File: src/rtl/cache_axi_rd_arb_pkg.sv
// Shared types and constants for the I/D cache AXI read arbiter.
package cache_axi_rd_arb_pkg;

    typedef enum logic [1:0] {
        ST_IDLE = 2'd0,
        ST_ADDR = 2'd1,
        ST_DATA = 2'd2
    } arb_state_e;

    localparam logic [3:0] ARB_ID_I       = 4'd0;
    localparam logic [3:0] ARB_ID_D       = 4'd1;
    localparam logic [2:0] AXI_SIZE_4B    = 3'b010;
    localparam logic [1:0] AXI_BURST_INCR = 2'b01;

endpackage

File: src/rtl/cache_axi_rd_arb_pick2.sv
// Two-way grant decision. CACHE_ARB_RR_EN selects round-robin (with a
// last_grant register); otherwise the D-cache has fixed priority.
module arb_pick2 (
`ifdef CACHE_ARB_RR_EN
    input  logic clk,
    input  logic resetn,
    input  logic grant_en,
`endif
    input  logic i_req,
    input  logic d_req,
    output logic any_req,
    output logic pick_d
);

    assign any_req = i_req | d_req;

`ifdef CACHE_ARB_RR_EN
    // 0 = I-cache was granted last, 1 = D-cache
    logic last_grant;

    assign pick_d = d_req & (~i_req | ~last_grant);

    always_ff @(posedge clk) begin
        if (!resetn)
            last_grant <= 1'b0;
        else if (grant_en)
            last_grant <= pick_d;
    end
`else
    assign pick_d = d_req;
`endif

endmodule

File: src/rtl/cache_axi_rd_arb.sv
// I/D cache miss read arbiter onto a single AXI read port, one burst in flight.
// Arbitration policy is chosen by CACHE_ARB_RR_EN (see arb_pick2).
module cache_axi_rd_arb
    import cache_axi_rd_arb_pkg::*;
(
    input  logic        clk,
    input  logic        resetn,
    input  logic        i_rd_req,
    input  logic [31:0] i_rd_addr,
    input  logic [3:0]  i_rd_len,
    output logic        i_rd_ack,
    output logic        i_ret_valid,
    output logic        i_ret_last,
    input  logic        d_rd_req,
    input  logic [31:0] d_rd_addr,
    input  logic [3:0]  d_rd_len,
    output logic        d_rd_ack,
    output logic        d_ret_valid,
    output logic        d_ret_last,
    output logic [31:0] ret_data,
    output logic [3:0]  arid,
    output logic [31:0] araddr,
    output logic [7:0]  arlen,
    output logic [2:0]  arsize,
    output logic [1:0]  arburst,
    output logic        arvalid,
    input  logic        arready,
    input  logic [3:0]  rid,
    input  logic [31:0] rdata,
    input  logic        rlast,
    input  logic        rvalid,
    output logic        rready
);

    arb_state_e state, state_nx;
    logic       any_req, pick_d, grant, beat, owner_d;

    // Only one burst is ever outstanding, so the R channel ID is not needed.
    logic unused_rid;
    assign unused_rid = ^rid;

    arb_pick2 u_pick (
`ifdef CACHE_ARB_RR_EN
        .clk      (clk),
        .resetn   (resetn),
        .grant_en (grant),
`endif
        .i_req    (i_rd_req),
        .d_req    (d_rd_req),
        .any_req  (any_req),
        .pick_d   (pick_d)
    );

    assign grant = (state == ST_IDLE) && any_req && resetn;

    always_comb begin
        state_nx = state;
        case (state)
            ST_IDLE: if (any_req)         state_nx = ST_ADDR;
            ST_ADDR: if (arready)         state_nx = ST_DATA;
            ST_DATA: if (rvalid && rlast) state_nx = ST_IDLE;
            default:                      state_nx = ST_IDLE;
        endcase
    end

    always_ff @(posedge clk) begin
        if (!resetn) begin
            state  <= ST_IDLE;
            arid   <= 4'd0;
            araddr <= 32'd0;
            arlen  <= 8'd0;
        end else begin
            state <= state_nx;
            if (grant) begin
                arid   <= pick_d ? ARB_ID_D : ARB_ID_I;
                araddr <= pick_d ? d_rd_addr : i_rd_addr;
                arlen  <= {4'b0, (pick_d ? d_rd_len : i_rd_len)};
            end
        end
    end

    assign i_rd_ack = grant & ~pick_d;
    assign d_rd_ack = grant &  pick_d;

    assign arvalid = (state == ST_ADDR);
    assign arsize  = AXI_SIZE_4B;
    assign arburst = AXI_BURST_INCR;

    // The latched ID doubles as the owner of the burst in flight.
    assign owner_d = (arid == ARB_ID_D);
    assign rready  = (state == ST_DATA);
    assign beat    = rready & rvalid;

    assign i_ret_valid = beat & ~owner_d;
    assign i_ret_last  = beat & ~owner_d & rlast;
    assign d_ret_valid = beat &  owner_d;
    assign d_ret_last  = beat &  owner_d & rlast;
    assign ret_data    = rdata;

endmodule

File: config.mk
export PLATFORM = sky130hd
export DESIGN_NAME = cache_axi_rd_arb
export DESIGN_NICKNAME = d
export VERILOG_FILES = /design/src/rtl/cache_axi_rd_arb_pkg.sv /design/src/rtl/cache_axi_rd_arb_pick2.sv /design/src/rtl/cache_axi_rd_arb.sv
export SDC_FILE = /design/constraint.sdc
export NUM_CORES = 1
export LEC_CHECK = 0
export ABC_AREA = 1
export BUFFER_PORTS_ARGS = -buffer_cell sky130_fd_sc_hd__buf_2
export CAP_MARGIN = 30
export CORE_MARGIN = 4
export CORE_UTILIZATION = 39
export CTS_CLUSTER_SIZE = 20
export DETAILED_ROUTE_END_ITERATION = 16
export PLACE_DENSITY = 0.81
export SLEW_MARGIN = 20
export SYNTH_ARGS = -nofsm -noshare
export SYNTH_HDL_FRONTEND = slang
export SYNTH_SLANG_ARGS = --single-unit
File: constraint.sdc
create_clock -name clk -period 1.55 [get_ports clk]
set_input_delay 0.31 -clock clk [delete_from_list [all_inputs] [get_ports clk]]
set_output_delay 0.31 -clock clk [all_outputs]
set_load 0.02 [all_outputs]
; Yosys cells after proc, flatten, opt, wreduce, memory -nomap -nowiden
; Cells that the tools add are included.
; W data, S select, Z words.
[word_totals]
regBits = 42
out_inout_bits = 89
wordCells = 32
[classes]
eq_ne = 6
muxes = 7
bitwise = 10
reduce_logical = 5
[ops]
columns = op, n
row1 = $mux W32, 1
row2 = $and A1 B1 Y1, 7
row3 = $mux W2, 3
row4 = $pmux W2 S3, 1
row5 = $eq A4 B1 Y1 const B, 1
row6 = $mux W4, 1
row7 = $ne A2 B1 Y1 const B, 2
row8 = $logic_and A1 B1 Y1, 3
row9 = $reduce_and A3 Y1, 1
row10 = $eq A2 B1 Y1 const B, 1
row11 = $eq A2 B2 Y1 const B, 1
row12 = $logic_not A2 Y1, 1
row13 = $ne A2 B2 Y1 const B, 1
row14 = $not A1 Y1, 2
row15 = $mux W1, 1
row16 = $or A1 B1 Y1, 1

; Longest topological paths before layout
[logic_depth]
ltp_word = 4
ltp_mapped = 9
mapped_depth_nobuf = 6

; Hierarchy
; A second synthesis with hierarchy kept.
[unflattened]
cells_unflattened = 425
area_unflattened_um2 = 2458.6
[by_module_without_submodules]
columns = module, n_inst, cells_per_inst, area_each_um2, seq_area_each_um2
row1 = cache_axi_rd_arb, 1, 421, 2439.8, 780.7
row2 = arb_pick2, 1, 4, 18.8, 0.0

; Least setup slack after synthesis
; OpenSTA, ideal clock, no wires.
[synth_timing]
path_type = reg-to-output
from = register state[1]
to = output port d_ret_last
t_arrival_ns = 1.353
required_time_ns = 1.240
path_slack_ns = -0.113
stages_incl_launch_ff = 5
n_path_buf = 0
cell_sequence = dfxtp_1 > inv_1 > nor2_1 > nand2_1 > nor3_1
[synth_between]
elab_chain_len = 4
[synth_rtl]
columns = item, line_no
row1 = from (decl), cache_axi_rd_arb.sv:35  ; arb_state_e state, state_nx;
row2 = from (signal assigned), cache_axi_rd_arb.sv:73  ; state <= state_nx;
row3 = $eq A2 B2 Y1, cache_axi_rd_arb.sv:91  ; assign rready = (state == ST_DATA);
row4 = via rready, cache_axi_rd_arb.sv:32  ; output logic rready
row5 = $and A1 B1 Y1, cache_axi_rd_arb.sv:92  ; assign beat = rready & rvalid;
row6 = $and A1 B1 Y1 (2 in series), cache_axi_rd_arb.sv:97  ; assign d_ret_last = beat & owner_d & rlast;
row7 = to (decl), cache_axi_rd_arb.sv:19  ; output logic d_ret_last,
; The timed path passes the listed nets, and every way through them passes these cells.

; Worst setup path after layout
[layout_timing]
from = register state[1]
to = output port d_ret_last
[layout_between]
elab_chain_len = 4
[layout_rtl]
columns = item, line_no
row1 = $eq A2 B2 Y1, cache_axi_rd_arb.sv:91
row2 = $and A1 B1 Y1, cache_axi_rd_arb.sv:92
row3 = $and A1 B1 Y1 (2 in series), cache_axi_rd_arb.sv:97
; Every way passes these cells.

==> flow_summary.json <==
{
  "grt_usage": 0.154,
  "die_h_um": 87.5,
  "pin_count": 204,
  "pre_cts_ws_ns": 0.249,
  "path_max_fanout": 4,
  "wl_per_cell_um": 10.8,
  "overflow": 0,
  "synth_cell_types": 15,
  "hold_ws_ns": 0.231,
  "postLayoutCoreUtil": 0.491,
  "clock_sinks": 39,
  "cts-htree-levels": 2,
  "cap_violations": 0,
  "die_width_um": 87.5,
  "synth.most_common_cell": "nand2_1",
  "fin_crit_sh": 0.994,
  "status": "complete, no violations",
  "tns_ns": 0,
  "fp.dieArea_mm2": 0.00765,
  "insertion_delay_ns": 0.29,
  "row_count": 28,
  "final_cells": 583,
  "placed_cells": 573,
  "synth_edf_count": 0,
  "cp-start-kind": "register",
  "timing.final.max_slew_violations": 0,
  "grt_pass1_wl_um": 9420,
  "crit_required_ns": 1.24,
  "drive_above_1_share": 0.293,
  "place_congestion": 0.745,
  "timing_worst_setup_path_type": "reg2out",
  "p_leak_uw": 0.00196,
  "end_kind": "output port",
  "cts.path.max_buffers": 2,
  "synth-seq-cells": 39,
  "route.detailed.drc": 0,
  "setup_viol": 0,
  "clk_pin_slew_ns": 0.08,
  "grt_pass1_vias": 2257,
  "hold_class": "in2reg",
  "diodes": 0,
  "cts-buffers-inserted": 5,
  "synth_area_per_cell_um2": 5.82,
  "netlist.area_leader.share": 0.317,
  "fin_nets": 623,
  "antenna_found_initial": 0,
  "viasPerCell": 4.33,
  "fin_ws_ns": 0.00971,
  "via_count": 2522,
  "hpwl_um": 4810,
  "firstDrtPassIters": 4,
  "synthFlopType": "dfxtp_1",
  "syn2layout_area_growth_pct": 20.2,
  "grt_max_degree": 53,
  "wirelength_um": 6300,
  "timing.final.crit_period_ns": 1.54,
  "yosysWarnings": 0,
  "finalHoldViolCount": 0,
  "yosysSeqAreaShare": 0.317,
  "synth_area_mm2": 0.00246,
  "clock_skew_ns": 0.00976,
  "start_util": 0.409,
  "ctsHoldBuffers": 0,
  "port_buffers": 123,
  "cts_tree": "done",
  "synthCells": 423,
  "ys_top_cells_by_count": "nand2_1 (188), nor2_1 (78), buf_4 (52), inv_1 (44), dfxtp_1 (39)",
  "synth_area_leaders": "dfxtp_1 (32%), nand2_1 (29%), buf_4 (16%), nor2_1 (12%), inv_1 (6.7%)",
  "power.density_mw_per_mm2": 1010,
  "ant_nets": 0,
  "rrSetupSlack_ns": 0.33,
  "core_area_mm2": 0.00603,
  "cts-root-buf": "clkbuf_8",
  "max-vdd-ir-drop_mv": 0.456,
  "max_freq_ghz": 0.649,
  "crit_arrival_ns": 1.23,
  "yosysTopAreaCell": "dfxtp_1",
  "grt_setup_unrepaired": "yes",
  "async_flop_share": 0,
  "drtIter0Drc": 60
}
## report_power, final
part           internal, µW  switching (µW)
sequential             1180            86.1
combinational           371             665
clock                   349             329
total                  1900            1080
## logic make-up (layout without fill, tap and decap cells)
logic type / after synthesis / count (layout) / share of synthesized area
and+or+nand+nor: 270 / 270 / 0.416
DFF: 39 / 39 / 0.317
AOI/OAI and AO/OA: 2 / 2 / 0.00508
other: 2 / 12 / 0.00305
buffers and inverters: 110 / 185 / 0.259
## critical path, cell delays in order, from the launching register on
cell,delay (ns)
dfxtp_2,0.34
inv_2,0.05
nor2_4,0.12
nand2_4,0.08
nor3_4,0.20
buf_6,0.14
## final cells by class
type                            count  area (µm²)
Fill cell                         647        3070
Multi-Input combinational cell    284        1120
Sequential cell                    39         782
Timing Repair Buffer              133         712
Inverter                           45         169
Tap cell                           75        93.8
Clock buffer                        6        82.6
Clock inverter                      1        5.00
## worst paths after layout
| check | startpoint | end | depth (start not counted) |
|---|---|---|---|
| max | state[1] | d_ret_last | 5 |
| min | arready | state[0] | 2 |
| max reg2reg | state[0] | araddr[15] | 6 |
| min reg2reg | araddr[14] | araddr[14] | 4 |
## placed cells by master, fill, tap and decap left out
master      n
buf_6       1
nor3_4      1
dfxtp_1    38
nor2_1     76
nand3_2     1
nand2_1   187
buf_2     121
inv_2       2
conb_1     12
nand2_4     1
clkinv_2    1
buf_12      1
inv_1      43
dfxtp_2     1
nor2_4      1
clkbuf_8    6
nor3_2      1
nor2_2      1
nand4_1     1
buf_4      10
o31ai_1     1
a21oi_1     1
## per-layer routing
| layer | routed length [µm] | track usage | up-vias |
|---|---|---|---|
| li1 | - | - | 1326 |
| met1 | 2360 | 0.154 | 1071 |
| met4 | 190 | 0.0739 | 0 |
| met5 | 0 | 0 | - |
| met3 | 621 | 0.0454 | 24 |
| met2 | 3120 | 0.286 | 101 |
## repair_timing
item	CTS	global route
hold endpoints to repair	0	0
pin swaps	0	5
gates cloned	0	0
gates resized for setup	2	11
endpoints found under the setup margin	5	6
buffers inserted	0	3
## per-stage QoR
stage | total power [µW] | cell area [µm²]
after floorplan | 2110 | 2500
after global placement | 2280 | 2810
after detailed placement | 2310 | 2810
after CTS | 3010 | 2900
after global routing | 3220 | 2960
final | 2980 | 2960
## flip-flops by register name, summed over array words and instances, names as in the netlist
signal,flops
state,2
araddr,32
arlen,4
arid,1
No activity file was read; power rests on OpenSTA's default activity.
